==> src/rtl/strength_pkg.sv <==
// Shared types and the strength resolution rule for the multi-driver net tracker.
// Strength codes and the 4-state encoding match IEEE 1800 drive strengths.
package strength_pkg;

  typedef enum logic [2:0] {
    ST_HIGHZ  = 3'd0,
    ST_SMALL  = 3'd1,
    ST_MEDIUM = 3'd2,
    ST_WEAK   = 3'd3,
    ST_LARGE  = 3'd4,
    ST_PULL   = 3'd5,
    ST_STRONG = 3'd6,
    ST_SUPPLY = 3'd7
  } strength_e;

  typedef enum logic [1:0] {
    L4_0 = 2'b00,
    L4_1 = 2'b01,
    L4_Z = 2'b10,
    L4_X = 2'b11
  } logic4_e;

  localparam int STAMP_W_DEF = 16;
  localparam int EV_W        = 2 + STAMP_W_DEF;

  function automatic logic4_e resolve(input strength_e max0, input strength_e max1);
    logic4_e r;
    if (max0 == ST_HIGHZ && max1 == ST_HIGHZ) r = L4_Z;
    else if (max1 > max0)                     r = L4_1;
    else if (max0 > max1)                     r = L4_0;
    else                                      r = L4_X;
    return r;
  endfunction

endpackage

==> src/rtl/strength_event_fifo.sv <==
// Synchronous FIFO for time-stamped change events; pointers carry an extra wrap bit
// so full and empty are distinguished without a counter.
module strength_event_fifo #(
  parameter int W     = 18,
  parameter int DEPTH = 4
) (
  input  logic         clk,
  input  logic         rst,
  input  logic         push,
  input  logic         pop,
  input  logic [W-1:0] wdata,
  output logic [W-1:0] rdata,
  output logic         full,
  output logic         empty
);

  localparam int AW = $clog2(DEPTH);

  logic [AW:0]  wr_q, wr_d, rd_q, rd_d;
  logic [W-1:0] mem [DEPTH];
  logic         do_push, do_pop;

  assign empty   = (wr_q == rd_q);
  assign full    = (wr_q[AW] != rd_q[AW]) && (wr_q[AW-1:0] == rd_q[AW-1:0]);
  assign do_pop  = pop && !empty;
  // A pop in the same cycle frees the head slot, so a push into a full FIFO is taken.
  assign do_push = push && (!full || do_pop);
  assign rdata   = empty ? '0 : mem[rd_q[AW-1:0]];

  always_comb begin
    wr_d = wr_q;
    rd_d = rd_q;
    if (do_push) wr_d = wr_q + 1'b1;
    if (do_pop)  rd_d = rd_q + 1'b1;
  end

  always_ff @(posedge clk or posedge rst) begin
    if (rst) begin
      wr_q <= '0;
      rd_q <= '0;
    end else begin
      wr_q <= wr_d;
      rd_q <= rd_d;
    end
  end

  always_ff @(posedge clk) begin
    if (do_push) mem[wr_q[AW-1:0]] <= wdata;
  end

endmodule

==> src/rtl/strength_resolve_tracker.sv <==
// Resolves N strength-annotated drivers onto one 4-state net through a two-stage
// pipeline and logs every change of the resolved value with a cycle stamp.
module strength_resolve_tracker
  import strength_pkg::*;
#(
  parameter int N_DRV      = 4,
  parameter int STAMP_W    = STAMP_W_DEF,
  parameter int FIFO_DEPTH = 4
) (
  input  logic                 clk,
  input  logic                 rst,
  input  logic                 in_valid,
  input  logic [N_DRV-1:0]     drv_val,
  input  logic [3*N_DRV-1:0]   drv_s0,
  input  logic [3*N_DRV-1:0]   drv_s1,
  output logic                 res_valid,
  output logic [1:0]           res,
  output logic                 ev_valid,
  input  logic                 ev_ready,
  output logic [2+STAMP_W-1:0] ev_data,
  output logic                 ovf,
  input  logic                 clear_ovf
);

  localparam int EVW = 2 + STAMP_W;

  strength_e          max0_q, max0_d, max1_q, max1_d;
  logic               v1_q, v1_d;
  logic4_e            res_q, res_d;
  logic               rv_q, rv_d;
  logic4_e            last_q, last_d;
  logic               first_q, first_d;
  logic [STAMP_W-1:0] stamp_q, stamp_d;
  logic               ovf_q, ovf_d;

  logic               push, pop, drop, fifo_full, fifo_empty;
  logic [EVW-1:0]     push_data;

  always_comb begin
    strength_e s;
    max0_d = ST_HIGHZ;
    max1_d = ST_HIGHZ;
    s      = ST_HIGHZ;
    for (int i = 0; i < N_DRV; i++) begin
      if (drv_val[i]) begin
        s = strength_e'(drv_s1[3*i +: 3]);
        if (s > max1_d) max1_d = s;
      end else begin
        s = strength_e'(drv_s0[3*i +: 3]);
        if (s > max0_d) max0_d = s;
      end
    end
    v1_d = in_valid;
  end

  always_comb begin
    rv_d    = v1_q;
    res_d   = v1_q ? resolve(max0_q, max1_q) : res_q;
    stamp_d = stamp_q + 1'b1;
  end

  // Change detect runs on the stage-2 output; the first resolution after reset
  // always logs even when it equals the reset value of last_res.
  always_comb begin
    push      = rv_q && (first_q || (res_q != last_q));
    push_data = {res_q, stamp_q};
    last_d    = rv_q ? res_q : last_q;
    first_d   = first_q && !rv_q;
    pop       = ev_valid && ev_ready;
    drop      = push && fifo_full && !pop;
    ovf_d     = drop ? 1'b1 : (clear_ovf ? 1'b0 : ovf_q);
  end

  always_ff @(posedge clk or posedge rst) begin
    if (rst) begin
      max0_q  <= ST_HIGHZ;
      max1_q  <= ST_HIGHZ;
      v1_q    <= 1'b0;
      res_q   <= L4_Z;
      rv_q    <= 1'b0;
      last_q  <= L4_Z;
      first_q <= 1'b1;
      stamp_q <= '0;
      ovf_q   <= 1'b0;
    end else begin
      max0_q  <= max0_d;
      max1_q  <= max1_d;
      v1_q    <= v1_d;
      res_q   <= res_d;
      rv_q    <= rv_d;
      last_q  <= last_d;
      first_q <= first_d;
      stamp_q <= stamp_d;
      ovf_q   <= ovf_d;
    end
  end

  strength_event_fifo #(
    .W     (EVW),
    .DEPTH (FIFO_DEPTH)
  ) u_fifo (
    .clk   (clk),
    .rst   (rst),
    .push  (push),
    .pop   (pop),
    .wdata (push_data),
    .rdata (ev_data),
    .full  (fifo_full),
    .empty (fifo_empty)
  );

  assign ev_valid  = !fifo_empty;
  assign res_valid = rv_q;
  assign res       = res_q;
  assign ovf       = ovf_q;

endmodule

==> config.mk <==
export PLATFORM = sky130hd
export DESIGN_NAME = strength_resolve_tracker
export DESIGN_NICKNAME = d
export VERILOG_FILES = /design/src/rtl/strength_pkg.sv /design/src/rtl/strength_event_fifo.sv /design/src/rtl/strength_resolve_tracker.sv
export SDC_FILE = /design/constraint.sdc
export NUM_CORES = 1
export LEC_CHECK = 0
export CAP_MARGIN = 20
export CORE_MARGIN = 5
export CORE_UTILIZATION = 50
export CTS_CLUSTER_DIAMETER = 40
export DETAILED_ROUTE_END_ITERATION = 12
export PLACE_DENSITY = 0.71
export SKIP_LAST_GASP = 1
export SYNTH_ARGS = -nofsm -noshare
export SYNTH_HDL_FRONTEND = slang
export SYNTH_SLANG_ARGS = --single-unit
==> constraint.sdc <==
create_clock -name clk -period 2.7 [get_ports clk]
set_input_delay 0.675 -clock clk [delete_from_list [all_inputs] [get_ports clk]]
set_output_delay 0.675 -clock clk [all_outputs]
set_load 0.02 [all_outputs]
# [After elaboration in Yosys (flattened, before gate mapping)]
# Memories as Yosys holds them, arrays and structs flattened.
# Cells that the tools add are included.
[word_totals] reg_bits=36 ramBits=72 inputBits=33 output_inout_bits=23 wordCells=71 mem_count=1
[op_classes] add_sub_neg=3 n_lt_le_gt_ge=10 n_eq_ne=4 n_mux=24 reduce_logical=18
[memory_table] name="u_fifo.mem" words=4 word_bits=18 read_ports=1 rd_clocked_by_memory_dff=0 write_ports=1 line_no="strength_event_fifo.sv:20" source="logic [W-1:0] mem [DEPTH];"
[op_table] cell="3-bit 2-to-1 mux" count=16
[op_table] cell="3-bit > comparator" count=8
[op_table] cell="18-bit 2-to-1 mux" count=1
[op_table] cell="16-bit by 1-bit adder with 16-bit output, second input constant" count=1
[op_table] cell="1-bit logical AND" count=9
[op_table] cell="3-bit by 1-bit adder with 3-bit output, second input constant" count=2
[op_table] cell="3-bit by 1-bit > comparator with 1-bit output, second input constant" count=2
[op_table] cell="3-bit zero test" count=2
[op_table] cell="2-bit 2-to-1 mux" count=3
[op_table] cell="1-bit zero test" count=4
[op_table] cell="1-bit 2-to-1 mux" count=4
[op_table] cell="3-bit == test" count=1
[op_table] cell="2-bit == test" count=1
[op_table] cell="1-bit logical OR" count=2
[op_table] cell="2-bit != test" count=1
[op_table] cell="2-bit nonzero test" count=1
[op_table] cell="1-bit != test" count=1

# [Longest topological paths before layout]
# Gate-level depths: netlist of run 1.
[depth] depth_word=12 ltp_mapped=18 depth_no_buf=18

# [Cells and area by module]
# A second synthesis of run 1 with hierarchy kept.
[hier_totals] cells_unflattened=344 hier_area_um2=5099.9
[modules_own_cells] mod="strength_event_fifo" instances=1 cells_per_inst=149 area_per_inst_um2=3164.3 seq_area_each_um2=2312.2
[modules_own_cells] mod="strength_resolve_tracker" instances=1 cells_per_inst=195 area_per_inst_um2=1935.6 seq_area_each_um2=754.5

# [Worst setup path after synthesis of run 1]
# Ideal clock, no wire load.
[synth_path] path_kind="input -> register" startpoint="in drv_val[0]" endpoint="reg max0_q[0]" setup_time_ns=0.125 arrival_ns=4.056 required_time_ns=2.575 path_slack_ns=-1.481 stages=16 n_path_buf=0 cell_sequence="nand2b_1 -> ha_1 -> and3_1 -> a211o_2 -> mux2_2 -> ha_1 -> nand2b_1 -> a211oi_1 -> nand2_1 -> nand2_1 -> o21ai_0 -> ha_1 -> nor2b_1 -> o21a_1 -> o21ai_0 -> mux2_4"
[synth_via] elab_chain_len=10
[synth_rtl] item="start, declared" line_no="strength_resolve_tracker.sv:13" source="input logic [N_DRV-1:0] drv_val,"
[synth_rtl] item="3-bit 2-to-1 mux *" line_no="strength_resolve_tracker.sv:45" source="if (drv_val[i]) begin"
[synth_rtl] item="3-bit > comparator" line_no="strength_resolve_tracker.sv:50" source="if (s > max0_d) max0_d = s;"
[synth_rtl] item="3-bit 2-to-1 mux" line_no="strength_resolve_tracker.sv:50"
[synth_rtl] item="3-bit 2-to-1 mux *" line_no="strength_resolve_tracker.sv:45"
[synth_rtl] item="3-bit > comparator" line_no="strength_resolve_tracker.sv:50"
[synth_rtl] item="3-bit 2-to-1 mux" line_no="strength_resolve_tracker.sv:50"
[synth_rtl] item="3-bit 2-to-1 mux *" line_no="strength_resolve_tracker.sv:45"
[synth_rtl] item="3-bit > comparator" line_no="strength_resolve_tracker.sv:50"
[synth_rtl] item="3-bit 2-to-1 mux" line_no="strength_resolve_tracker.sv:50"
[synth_rtl] item="3-bit 2-to-1 mux *" line_no="strength_resolve_tracker.sv:45"
[synth_rtl] item="named net max0_d[0]" line_no="strength_resolve_tracker.sv:27" source="strength_e max0_q, max0_d, max1_q, max1_d;"
[synth_rtl] item="end signal, assigned" line_no="strength_resolve_tracker.sv:86" source="max0_q <= max0_d;"
[synth_rtl] item="end, declared" line_no="strength_resolve_tracker.sv:27"
# Mark *: on every way through the listed nets, which the timed path passes. The rest lies on a longest branch.
# A chain may end at the register's enable or synchronous reset.

# [Worst setup path in the final report of run 1]
# Ends and elaborated chain as after synthesis.

==> metrics, run 1 <==
HPWL after DPL 6610 µm; die footprint 0.0121 mm²; Antenna Cells 0; Die X 110 µm; Nets 523; Port Buffers 55; DP Area 0.00616 mm²; syn nets 400; setup repair after global routing missed its margin yes; Critical Path AT 3.89 ns; failing checks negative setup slack; ANT nets after route 0; Leak 2.72 nW; synth top area cells edfxtp_1 (43%), dfrtp_1 (17%), mux4_2 (8.1%); Routed WL per cell 17.3 µm; vias in the first global route 3272; clock period minus worst slack 3.64 ns; Hold/Removal Path Class flop to flop; required time worst endpoint 2.95 ns; pin count of the biggest net entering global routing 37; Ys Warns 0; Post-Synth XOR/XNOR Area 4.05%; GRT Total Usage 17.6%; CTS Sinks 108; WL final 10400 µm; cts bufs inserted 9; Main synth FF type edfxtp_1; most instantiated cells after synthesis edfxtp_1 (72), dfrtp_1 (33), ha_1 (27); global-route wire length before repair 16100 µm; r2r setup slk 0.65 ns; Vias 3172; Setup WS post-layout -0.944 ns; top-count cell post-synth edfxtp_1; slowest stage delay, CP 0.32 ns; Peak VDD IR 0.473 mV; DR top layer met4; Hold Vio Cnt, Final 0; Final Slew Violations 0; # setup viols final 6; FF+latch count, synth 108; number of flops mapped to enable cells by yosys 72; worst hold slack 0.465 ns; Synth Area in Adders 6.79%; crit-path max FO 4; initial antenna violation count 0; worst reg2reg endpoint u_fifo.mem[3][6]; Worst Hold Endpoint res_valid; Crit-path slowest cell mux2_4; crit share post-route 135%; pwr/cell area 895 mW/mm²; register area share after synthesis 61.6%; core box area 0.00973 mm²; clock slew at reported path FFs 0.10 ns; CTS tree done; max cap viols 0; RR Startpoint res[1]; worst slew pin tran 0.484 ns; CTS Hold Bufs 0; met2 WL 5400 µm; Max clock buf depth 2; worst hold stages 0; CP Capture Type flop; Synth top area share 43.4%; Final Skew 0.0174 ns; synthesized cell area 0.00498 mm²; CP Launch Type input port; die height 110 µm; Post-Synth Simple-Gate Area 9.17%; DR WL met3 365 µm; global placement routability congestion 0.803; main combinational cell family by area after synthesis multiplexers; design area 0.00668 mm²; multiplexer share of the synthesized area 11.2%; Slew Limit Headroom 67.7%; CTS H-tree depth 3; FILL cells 701; io pins 56; synthesized area per cell 14.6 µm²; fmax 274 MHz; Skew-Pair Late Insertion Delay 0.37 ns; Layout area overhead 34.2%; worst reg-to-reg path cell count 5; Iter 0 DRT Violations 118; DRC viols 0; Synth area leader edfxtp_1; area fraction in compound gates after synthesis 4.98%; ratio of cells with drive above 1 in the final layout 38.9%; DRT met1 WL 4510 µm; GRT overflow 0; Mapped Cells 340; Via density 5.28; TritonRoute pass-1 iters 4; # rows 36; clock root cell clkbuf_8; Distinct cells, synth 42; Critical Path, Cell by Cell buf_8, nand2b_4, ha_4, and3_4, a211o_4, mux2_4, ha_4, nand2b_1, a211oi_2, nand2_2, nand2_2, o21ai_2, ha_1, nor2b_4, o21a_1, o21ai_2, mux2_4; Initial Utilization 51.2%; status finished, violations left; worst hold start rv_d; critical path type input port to flop; Post-synth ARST share 33.3%
## power breakdown
part	internal [W]	total [W]	switching, W
clock	0.000355	0.000924	0.000569
combinational	0.00138	0.00281	0.00143
sequential	0.00212	0.00225	0.000130
total	0.00385	0.00598	0.00213
## through the flow
stage	util, %	worst slack, ns	std cells	setup TNS [ns]	total power, W
after floorplan	-	-1.11	340	-5.10	0.00385
after global placement	63.3	-1.73	561	-10.07	0.00500
after detailed placement	63.3	-1.80	561	-10.49	0.00505
after CTS	67.9	-1.01	596	-5.84	0.00601
after global routing	68.7	-1.06	601	-6.19	0.00633
final	68.7	-0.944	601	-5.25	0.00598
## how the worst max path moves through the flow
stage               slack [ns]  depth (start not counted)        end        from
floorplan                -1.11                         16  max0_q[0]  drv_val[0]
finish                   -0.94                         17  max0_q[0]  drv_val[0]
CTS                      -1.01                         17  max0_q[0]  drv_val[0]
detailed placement       -1.80                         17  max0_q[0]  drv_val[0]
global route             -1.06                         17  max0_q[0]  drv_val[0]
global placement         -1.73                         17  max0_q[0]  drv_val[0]
## flip-flops by register name (all words and copies together) (netlist names)
name         count
rv_d             1
last_q           2
max1_q           3
res_valid        1
res              2
stamp_q         16
u_fifo.mem      72
u_fifo.wr_q      3
ovf              1
first_q          1
max0_q           3
u_fifo.rd_q      3
## layout make-up
class	instances	area, µm²	area share [%]
well taps	133	166	2.49
flip-flops and latches	108	3070	45.9
clock buffers	10	128	1.91
clock inverters	6	53.8	0.805
repair buffers	118	1030	15.4
multi-input cells	203	2150	32.2
inverters	23	86.3	1.29
## logic make-up after synthesis
| logic type | Yosys count |
|---|---|
| flops | 108 |
| simple gates | 86 |
| compound gates | 36 |
| mux | 31 |
| buf+inv | 29 |
| fa+ha+maj | 27 |
| xor+xnor | 23 |
## layer usage
| metal | GRT usage [%] | vias up |
|---|---|---|
| met5 | 0 | - |
| met4 | 4.90 | 0 |
| met1 | 22.2 | 1594 |
| met3 | 3.52 | 8 |
| li1 | - | 1506 |
| met2 | 30.8 | 64 |
## placed cells by master, fill, tap and decap left out, drive strengths merged, types with 9 or more instances in the layout
cell and count:
edfxtp 72, nand2 14, mux4 18, xnor2 14
buf 83, ha 27, dfrtp 33, nor2 13
clkbuf 13, and2 23, clkdlybuf4s50 22, xor2 9
nand3 11, inv 27
## what timing repair did
action                     CTS  global route
resized for setup          128            27
pin swaps                   29            26
setup endpoints to repair   25            18
setup buffers               18             5
cloned                       1             2
## worst max-delay path, delay by kind of cell
kind,cells,cell delay [ns]
AOI/OAI and AO/OA,5,0.94
buffers and inverters,1,0.10
muxes,2,0.64
and+or+nand+nor,6,0.74
adders and majority gates,3,0.81
(Power assumes the default switching activity.)
==> inputs of run 2 (changes only) <==
--- a/config.mk
+++ b/config.mk
@@ -5,7 +5,6 @@
 export SDC_FILE = /design/constraint.sdc
 export NUM_CORES = 1
 export LEC_CHECK = 0
-export CAP_MARGIN = 20
 export CORE_MARGIN = 5
 export CORE_UTILIZATION = 50
 export CTS_CLUSTER_DIAMETER = 40
==> results of run 2 <==
Same layout as run 1: the final DEF is identical, and so are final timing and power.
